<file path="config.mk">
export PLATFORM = sky130hd
export DESIGN_NAME = cfg_stream_loader_flat
export DESIGN_NICKNAME = d
export VERILOG_FILES = /design/src/rtl/cfg_stream_loader_if.sv /design/src/rtl/cfg_stream_loader.sv /design/src/flat_wrapper.sv
export SDC_FILE = /design/constraint.sdc
export NUM_CORES = 1
export LEC_CHECK = 0
export ABC_AREA = 0
export ABC_CLOCK_PERIOD_IN_PS = 5200
export BUFFER_PORTS_ARGS = -buffer_cell sky130_fd_sc_hd__buf_4
export CAP_MARGIN = 10
export CORE_ASPECT_RATIO = 0.7
export CORE_UTILIZATION = 55
export DETAILED_ROUTE_END_ITERATION = 16
export PLACE_DENSITY = 0.78
export SETUP_SLACK_MARGIN = 0.05
export SYNTH_ARGS = -nofsm -noshare
export SYNTH_HDL_FRONTEND = slang
export SYNTH_SLANG_ARGS = --single-unit
export TNS_END_PERCENT = 1
</file>
<file path="constraint.sdc">
create_clock -name i_prog_clk -period 5.2 [get_ports i_prog_clk]
set_input_delay 0 -clock i_prog_clk [delete_from_list [all_inputs] [get_ports i_prog_clk]]
set_output_delay 0 -clock i_prog_clk [all_outputs]
set_load 0.05 [all_outputs]
</file>
<file path="src/rtl/cfg_stream_loader_if.sv">
// Parallel bitstream word channel into the configuration loader (valid/ready).
// Master is the word source; slave is the loader.
interface cfg_stream_loader_if #(
    parameter int WORD_W = 32
);
    logic [WORD_W-1:0] word_in;
    logic              word_valid;
    logic              word_ready;

    modport master (output word_in, output word_valid, input  word_ready);
    modport slave  (input  word_in, input  word_valid, output word_ready);
endinterface

</file>
<file path="src/rtl/cfg_stream_loader.sv">
// Serializes a word stream LSB-first onto the config chain for CHAIN_LEN bits; first bit 1 cycle after accept.
// Backpressure: word_ready drops while the prefetch buffer is full; a starved source inserts prog_en=0 gap cycles.
module cfg_stream_loader #(
    parameter  int CHAIN_LEN = 4480,
    parameter  int WORD_W    = 32,
    localparam int RB_W      = $clog2(CHAIN_LEN + 1)
) (
    input  logic            i_prog_clk,
    input  logic            i_rst,
    input  logic            i_start,
    input  logic            i_abort,
    cfg_stream_loader_if.slave s_word,
    output logic            o_prog_in,
    output logic            o_prog_en,
    input  logic            i_prog_out,
    output logic            o_busy,
    output logic            o_done,
    output logic [RB_W-1:0] o_rb_ones
);
    localparam int NWORDS = (CHAIN_LEN + WORD_W - 1) / WORD_W;
    localparam int BC_W   = $clog2(CHAIN_LEN + 1);
    localparam int AC_W   = $clog2(NWORDS + 1);
    localparam int WB_W   = (WORD_W > 1) ? $clog2(WORD_W) : 1;

    typedef enum logic [1:0] {IDLE, FETCH, SHIFT, DONE} state_t;

    state_t            r_state;
    logic [WORD_W-1:0] r_sreg;
    logic [WORD_W-1:0] r_hold;
    logic              r_hold_full;
    logic [BC_W-1:0]   r_bit_cnt;
    logic [WB_W-1:0]   r_wbit;
    logic [AC_W-1:0]   r_acc_cnt;
    logic [RB_W-1:0]   r_rb_ones;
    logic              r_busy;
    logic              r_prog_en;
    logic              r_done;

    logic w_ready;
    logic w_accept;
    logic w_last_bit;
    logic w_word_end;

    assign w_ready    = r_busy & ~r_hold_full & (r_acc_cnt < AC_W'(NWORDS));
    assign w_accept   = w_ready & s_word.word_valid;
    assign w_last_bit = (r_bit_cnt == BC_W'(CHAIN_LEN - 1));
    assign w_word_end = (r_wbit == WB_W'(WORD_W - 1));

    always_ff @(posedge i_prog_clk or negedge i_rst) begin
        if (!i_rst) begin
            r_state     <= IDLE;
            r_sreg      <= '0;
            r_hold      <= '0;
            r_hold_full <= 1'b0;
            r_bit_cnt   <= '0;
            r_wbit      <= '0;
            r_acc_cnt   <= '0;
            r_rb_ones   <= '0;
            r_busy      <= 1'b0;
            r_prog_en   <= 1'b0;
            r_done      <= 1'b0;
        end else begin
            if (w_accept)
                r_acc_cnt <= r_acc_cnt + 1'b1;
            case (r_state)
                IDLE: begin
                    r_done <= 1'b0;
                    if (i_start) begin
                        r_state     <= FETCH;
                        r_busy      <= 1'b1;
                        r_bit_cnt   <= '0;
                        r_acc_cnt   <= '0;
                        r_rb_ones   <= '0;
                        r_hold_full <= 1'b0;
                    end
                end
                FETCH: begin
                    if (w_accept) begin
                        r_sreg    <= s_word.word_in;
                        r_wbit    <= '0;
                        r_state   <= SHIFT;
                        r_prog_en <= 1'b1;
                    end
                end
                SHIFT: begin
                    r_sreg    <= r_sreg >> 1;
                    r_wbit    <= r_wbit + 1'b1;
                    r_bit_cnt <= r_bit_cnt + 1'b1;
                    if (i_prog_out)
                        r_rb_ones <= r_rb_ones + 1'b1;
                    if (w_accept) begin
                        r_hold      <= s_word.word_in;
                        r_hold_full <= 1'b1;
                    end
                    if (w_last_bit) begin
                        r_state   <= DONE;
                        r_prog_en <= 1'b0;
                        r_busy    <= 1'b0;
                        r_done    <= 1'b1;
                    end else if (w_word_end) begin
                        r_wbit <= '0;
                        if (r_hold_full) begin
                            r_sreg      <= r_hold;
                            r_hold_full <= w_accept;
                        end else if (w_accept) begin
                            // Word arriving exactly at the word boundary goes straight to the shifter.
                            r_sreg      <= s_word.word_in;
                            r_hold_full <= 1'b0;
                        end else begin
                            r_state   <= FETCH;
                            r_prog_en <= 1'b0;
                        end
                    end
                end
                DONE: begin
                    r_done  <= 1'b0;
                    r_state <= IDLE;
                end
                default: r_state <= IDLE;
            endcase
            if (i_abort && (r_state != IDLE)) begin
                r_state   <= IDLE;
                r_busy    <= 1'b0;
                r_prog_en <= 1'b0;
                r_done    <= 1'b0;
            end
        end
    end

    assign s_word.word_ready = w_ready;
    assign o_prog_in         = r_sreg[0] & r_prog_en;
    assign o_prog_en         = r_prog_en;
    assign o_busy            = r_busy;
    assign o_done            = r_done;
    assign o_rb_ones         = r_rb_ones;
endmodule

</file>
<file path="src/flat_wrapper.sv">
// flat-port wrapper written by rule: the top's interface ports become plain ports
module cfg_stream_loader_flat 
#(
    parameter  int CHAIN_LEN = 4480,
    parameter  int WORD_W    = 32,
    localparam int RB_W      = $clog2(CHAIN_LEN + 1)
)
  (i_prog_clk, i_rst, i_start, i_abort, o_prog_in, o_prog_en, i_prog_out, o_busy, o_done, o_rb_ones, s_word_word_in, s_word_word_valid, s_word_word_ready);
  cfg_stream_loader_if #(.WORD_W(WORD_W)) s_word_i ();
  input  logic i_prog_clk;
  input  logic i_rst;
  input  logic i_start;
  input  logic i_abort;
  output logic o_prog_in;
  output logic o_prog_en;
  input  logic i_prog_out;
  output logic o_busy;
  output logic o_done;
  output logic [RB_W-1:0] o_rb_ones;
  input wire logic [$bits(s_word_i.word_in)-1:0] s_word_word_in;
  input wire logic [$bits(s_word_i.word_valid)-1:0] s_word_word_valid;
  output wire logic [$bits(s_word_i.word_ready)-1:0] s_word_word_ready;
  assign s_word_i.word_in = s_word_word_in;
  assign s_word_i.word_valid = s_word_word_valid;
  assign s_word_word_ready = s_word_i.word_ready;
  cfg_stream_loader #(.CHAIN_LEN(CHAIN_LEN), .WORD_W(WORD_W)) u_core (.i_prog_clk(i_prog_clk), .i_rst(i_rst), .i_start(i_start), .i_abort(i_abort), .s_word(s_word_i), .o_prog_in(o_prog_in), .o_prog_en(o_prog_en), .i_prog_out(i_prog_out), .o_busy(o_busy), .o_done(o_done), .o_rb_ones(o_rb_ones));
endmodule
</file>
==> results of run 1 <==
cell usage in the layout, fill, tap and decap left out, types with 2 or more instances in the layout:
cell           synthesis  routed
dfrtp_1              109     109
nor2_1                93      93
buf_4                  3      62
inv_1                 44      44
mux2i_1               36      36
dlygate4sd3_1          0      34
mux2_2                32      32
nand2_1               31      31
a2111oi_0             31      31
o22a_1                31      31
o21ai_0               28      28
nand3_1               17      17
o21ai_1               17      17
a21oi_1               15      15
xnor2_1               12      12
clkbuf_16              0       9
nor3_1                 8       8
or3_1                  8       8
ha_1                   9       8
xor2_1                 7       7
nand4_1                6       6
nand2b_1               5       5
and2_1                 4       4
and3_1                 4       4
nand3b_1               3       3
nor4_1                 3       3
mux2_1                 3       3
clkbuf_8               0       3
o211ai_1               2       2
o22ai_1                2       2
a32o_1                 2       2
clkinvlp_4             0       2
per-layer routing:
metal | up-vias | track usage | routed length, um
met5 | - | 0 | 0
met4 | 0 | 0.0734 | 165
met3 | 20 | 0.0551 | 758
met2 | 167 | 0.418 | 6530
met1 | 2503 | 0.353 | 6520
li1 | 2337 | - | -
power breakdown:
part | internal, mW | leakage (nW) | switching, mW | total [mW]
Combinational | 0.553 | 1.49 | 0.709 | 1.26
Clock | 0.361 | 0.137 | 0.304 | 0.665
Sequential | 1.14 | 1.37 | 0.223 | 1.36
cell type report:
cell class	instances	share of cell area
Multi-Input combinational cell	426	0.410
Inverter	44	0.0235
Tap cell	132	0.0235
Clock buffer	12	0.0379
Clock inverter	3	0.00285
Sequential cell	109	0.388
Timing Repair Buffer	96	0.115
state kept, by name, summed over array words and instances, names as in the netlist:
| register | count |
|---|---|
| u_core.o_busy | 1 |
| u_core.o_done | 1 |
| u_core.o_prog_en | 1 |
| u_core.o_rb_ones | 13 |
| u_core.r_acc_cnt | 8 |
| u_core.r_bit_cnt | 13 |
| u_core.r_hold | 32 |
| u_core.r_hold_full | 1 |
| u_core.r_sreg | 32 |
| u_core.r_state | 2 |
| u_core.r_wbit | 5 |
worst max-delay path by stage:
stage,start,end,slack [ns],cells past startpoint
floorplan,u_core.r_state[0],u_core.r_sreg[11],3.18,7
CTS,u_core.r_state[0],u_core.r_sreg[3],1.83,5
global route,u_core.r_state[0],u_core.r_sreg[3],1.50,5
global placement,u_core.r_state[0],u_core.r_sreg[0],1.99,6
finish,u_core.r_state[0],u_core.r_sreg[7],1.81,6
detailed placement,u_core.r_state[0],u_core.r_sreg[3],1.88,5
through the flow:
step	setup slack, ns	std cells
3_5_place_dp	1.88	773
3_3_place_gp	1.99	773
2_1_floorplan	3.18	617
5_1_grt	1.50	822
4_1_cts	1.83	822
6_report	1.81	822
logic make-up (layout without fill, tap and decap cells):
logic type,count (synthesis),count (layout),synth area share
AO/OA/AOI/OAI,139,139,0.167
XOR/XNOR,19,19,0.0279
adder cells (fa/ha/maj),9,9,0.0189
buffers and inverters,82,155,0.0580
flip-flops,109,109,0.458
multiplexers,71,71,0.127
AND/OR/NAND/NOR,188,188,0.143
worst register-to-register path: cells and delay by family (launching register included):
| family | cells | cell delay (ns) |
|---|---|---|
| AOI/OAI and AO/OA | 2 | 0.50 |
| adders and majority gates | 1 | 0.66 |
| buffers and inverters | 2 | 0.70 |
| DFF | 1 | 0.41 |
| and+or+nand+nor | 1 | 1.03 |
repair_timing:
item / 4_1_cts / 5_1_grt
endpoints found under the hold margin: 73 / 0
gates resized for setup: 0 / 0
hold buffers: 34 / 0
==> flow_summary.toml, run 1 <==
[clocking]
cts_made_buffers = 9
insertion_delay_ns = 0.35
clkSlewWorstSetupHoldPaths_ns = 0.07
clk_root_buffer_cell = "clkbuf_16"
cts_sinks = 109
h-tree-depth = 3
post_cts_buffers = 0
cts_buffer_depth = 2
cts_tree = "done"

[final_layout]
layout.area.seq_sq_um = 2730
syn_to_final_growth_pct = 18.1
diodes = 0
finalNetCount = 733
final_area_sq_um = 7030
drive_gt1_frac = 0.164
multi_input_area_sq_um = 2880
final_util = 0.674
fillerInstances = 763

[die]
die_h_um = 89.1
dieArea_sq_um = 11300
rows = 31
ios = 56
dieWidth_um = 126
core_region_area_sq_um = 10400
initial_core_util = 0.571

[routing]
drc = 0
wl_um = 14000
drt-pass1-iter-count = 5
drtIter0Drc = 463
wl_per_cell_um = 17.0
drtAntennaViolNets = 0
via_per_inst = 6.12
vias = 5027

[critical_path]
crit_path_end_kind = "flop"
crit_family = "simple AND/OR/NAND/NOR gates"
critical_path_buf_inv_count = 2
critPathMaxFanout = 32
timing.rr.start = "u_core.r_state[0]"
cp_slowest_stage_delay_ns = 1.01
crit_chain = "inv_1 > ha_2 > buf_4 > and3_1 > o21ai_0 > o22a_1"
cp.arrival_ns = 3.64
rrSetupSlack_ns = 1.81
r2r_cells = 6
cp_data_required_time_ns = 5.44
worstSetupPathType = "reg -> reg"
slowest_stage = "and3_1"
start_kind = "flop"
worst_r2r_endpoint = "u_core.r_sreg[7]"

[logic_synthesis]
yosys-top-cells-area = "dfrtp_1 46%, mux2i_1 6.1%, mux2_2 6.1%, nor2_1 5.9%, a2111oi_0 4.6%"
yosysWarnings = 0
yosysSeqAreaShare = 0.458
synth_edf_count = 0
yosys-top-cells-count = "109 x dfrtp_1, 93 x nor2_1, 44 x inv_1"
yosysTopAreaCellShare = 0.458
synth_nets = 664
postSynthCellCount = 617
synthDistinctLibCells = 50
netlist_area_sq_um = 5950
yosys.area.top_type = "dfrtp_1"
syn_avg_cell_area_sq_um = 9.65
synthFlopType = "dfrtp_1"
synth_seq_cells = 109
async_reset_ff_frac = 1.00
yosys.cell_count.top_type = "dfrtp_1"

[sta]
finalHoldViolCount = 0
period_needed_ns = 3.39
clock_skew_ns = 0.00876
rsz0062_at_grt = "false"
timing.final.crit_share = 0.652
drv_slew = 0
fmax_mhz = 295
setup_violations = 0
hold_ws_ns = 0.0137
worst_slew_pin_slew_ns = 1.22
setup_tns_ns = 0
relSlewSlack = 0.182

[grt]
grt_pass1_wl_um = 22800
grt_usage = 0.257
overflow = 0
grt_pass1_vias = 4717
antenna_found_initial = 0
grt_max_degree = 70

[outcome]
outcome = "completed"

[hold_path]
min_path_type = "in -> reg"
whs_path_depth = 3
min_to = "u_core.o_rb_ones[2]"
min_from = "i_start"

[place]
io_buffer_count = 55
place_area_sq_um = 6410
place_congestion = 0.794
dp_hpwl_um = 8590

[pwr]
p_leak_nw = 3.00
power.density_nw_per_um2 = 468
ir_drop_v = 0.000315
power_mw = 3.29

[job]
max-cap-violations = 0
Power figures use the tool's default switching activity.
==> inputs of run 2 (changes only) <==
--- a/config.mk
+++ b/config.mk
@@ -6,13 +6,13 @@
 export NUM_CORES = 1
 export LEC_CHECK = 0
 export ABC_AREA = 0
-export ABC_CLOCK_PERIOD_IN_PS = 5200
+export ABC_CLOCK_PERIOD_IN_PS = 3050
 export BUFFER_PORTS_ARGS = -buffer_cell sky130_fd_sc_hd__buf_4
 export CAP_MARGIN = 10
 export CORE_ASPECT_RATIO = 0.7
-export CORE_UTILIZATION = 55
+export CORE_UTILIZATION = 54
 export DETAILED_ROUTE_END_ITERATION = 16
-export PLACE_DENSITY = 0.78
+export PLACE_DENSITY = 0.8
 export SETUP_SLACK_MARGIN = 0.05
 export SYNTH_ARGS = -nofsm -noshare
 export SYNTH_HDL_FRONTEND = slang
==> constraint.sdc (replaced) <==
create_clock -name i_prog_clk -period 3.05 [get_ports i_prog_clk]
set_input_delay 0 -clock i_prog_clk [delete_from_list [all_inputs] [get_ports i_prog_clk]]
set_output_delay 0 -clock i_prog_clk [all_outputs]
set_load 0.05 [all_outputs]
==> flow_summary.toml, run 2 (synthesis gave the netlist of run 1 again) <==
[final_layout]
mostFrequentLayoutCells = "109 x dfrtp_1, 93 x nor2_1, 65 x buf_4"
reg.largest.list = "u_core.r_hold x32, u_core.r_sreg x32"
diodes = 0
finalNetCount = 738
drive_gt1_frac = 0.170
fin_cells = 844
syn_to_final_growth_pct = 20.2
final_area_sq_um = 7160
final_common_cell = "dfrtp_1"

[routing]
drc = 0
wl_per_cell_um = 17.0
met3_length_um = 616
vias = 4942
drtIter0Drc = 378
highest_layer = "met4"
route.met2.wl_um = 6840
wl_um = 14300
drtAntennaViolNets = 0
via_per_inst = 5.86
drt-pass1-iter-count = 7
met1_length_um = 6710

[place]
place_inst = 794
place_area_sq_um = 6490
io_buffer_count = 55
place_congestion = 0.815
dp_hpwl_um = 9090

[sta]
timing.final.crit_share = 0.784
drv_slew = 0
fmax_mhz = 418
relSlewSlack = 0.490
hold_ws_ns = 0.00742
worst_slew_pin_slew_ns = 0.765
period_needed_ns = 2.39
clock_skew_ns = 0.00881
setup_tns_ns = 0
rsz0062_at_grt = "false"
finalHoldViolCount = 0
setup_violations = 0

[pwr]
swShare = 0.371
pwr-share-clk = 0.222
p_sw_mw = 2.16
seqPwrFrac = 0.398
power.density_nw_per_um2 = 815
p_comb_frac = 0.380
ir_drop_v = 0.000515
p_leak_nw = 3.05
p_int_mw = 3.67

[grt]
grt_max_degree = 66
grt_pass1_wl_um = 23900
grt_pass1_vias = 4928
grt_usage = 0.262
antenna_found_initial = 0
overflow = 0

[critical_path]
slowest_stage = "a21o_1"
timing.rr.start = "u_core.r_acc_cnt[3]"
cp_data_required_time_ns = 3.35
r2r_cells = 6
rrSetupSlack_ns = 0.66
crit_path_end_kind = "flop"
start_kind = "flop"
cp_slowest_stage_delay_ns = 0.63
cp.arrival_ns = 2.69
critPathMaxFanout = 22
worst_r2r_endpoint = "u_core.r_sreg[8]"
crit_chain = "a2111o_1 > a21o_1 > buf_12 > nor2_1 > a2111oi_0 > o22a_1"
worstSetupPathType = "reg -> reg"

[clocking]
cts_made_buffers = 9
clkSlewWorstSetupHoldPaths_ns = 0.07
h-tree-depth = 3
cts_sinks = 109
insertion_delay_ns = 0.36
cts_buffer_depth = 2
cts_tree = "done"
post_cts_buffers = 0
clk_root_buffer_cell = "clkbuf_16"

[die]
ios = 56
dieArea_sq_um = 11500
initial_core_util = 0.564
die_h_um = 89.9
rows = 31
dieWidth_um = 128
core_region_area_sq_um = 10600

[hold_path]
min_from = "i_start"
min_to = "u_core.o_rb_ones[2]"
min_path_type = "in -> reg"
whs_path_depth = 3

[job]
max-cap-violations = 0

[outcome]
outcome = "completed"
[run 2: changes by cell type in the layout (fill, tap and decap cells not counted), sizes merged]
cell	delta
buf	+5
clkinvlp	-2
inv	+1
clkinv	+1
bufinv	+2
clkbuf	-1
[run 2: repair_timing]
| action | 4_1_cts | 5_1_grt |
|---|---|---|
| hold buffers | 34 | 0 |
| gates resized for setup | 0 | 0 |
| endpoints found under the hold margin | 91 | 0 |
| endpoints found under the setup margin | 0 | 0 |
[run 2: area by class of cell]
| class | count | area (sq um) |
|---|---|---|
| fillers | 805 | 3390 |
| well taps | 148 | 185 |
| flip-flops and latches | 109 | 2730 |
| clock inverters | 5 | 82.6 |
| inverters | 44 | 165 |
| clock buffers | 11 | 243 |
| multi-input cells | 426 | 2880 |
| repair buffers | 101 | 868 |
[run 2: how the worst max path moves through the flow]
stage | from | end | slack [ns] | cells past startpoint
after CTS | u_core.r_state[0] | u_core.r_bit_cnt[9] | 0.69 | 7
after global routing | u_core.r_state[0] | u_core.r_bit_cnt[7] | 0.43 | 7
after floorplan | u_core.r_state[0] | u_core.r_sreg[11] | 1.03 | 7
after global placement | u_core.r_state[0] | u_core.r_bit_cnt[9] | 0.81 | 7
after detailed placement | u_core.r_state[0] | u_core.r_bit_cnt[9] | 0.70 | 7
final | u_core.r_acc_cnt[3] | u_core.r_sreg[8] | 0.66 | 6
[run 2: power groups by stage]
stage / logic [mW] / clock network [mW] / registers (mW)
after global placement: 2.05 / 0 / 2.29
final: 2.22 / 1.29 / 2.32
after global routing: 2.43 / 1.37 / 2.38
after detailed placement: 2.16 / 0 / 2.33
after floorplan: 1.58 / 0 / 2.32
after CTS: 2.21 / 1.30 / 2.31
[run 2: metrics by stage]
step / util / power, mW / setup WS (ns)
4_1_cts: 0.678 / 5.82 / 0.695
6_report: 0.678 / 5.83 / 0.660
5_1_grt: 0.678 / 6.17 / 0.432
3_5_place_dp: 0.615 / 4.48 / 0.699
3_3_place_gp: 0.615 / 4.34 / 0.809
2_1_floorplan: - / 3.90 / 1.03
[run 2: worst max-delay path: cells and delay by family, from the launching register on]
family | cells | cell delay, ns
compound gates | 4 | 1.61
simple gates | 1 | 0.05
buf+inv | 1 | 0.26
flops | 1 | 0.41
[run 2: layer usage]
layer	vias up	GRT usage
li1	2345	-
met3	17	0.0512
met4	0	0.0754
met1	2440	0.369
met2	140	0.412
met5	-	0
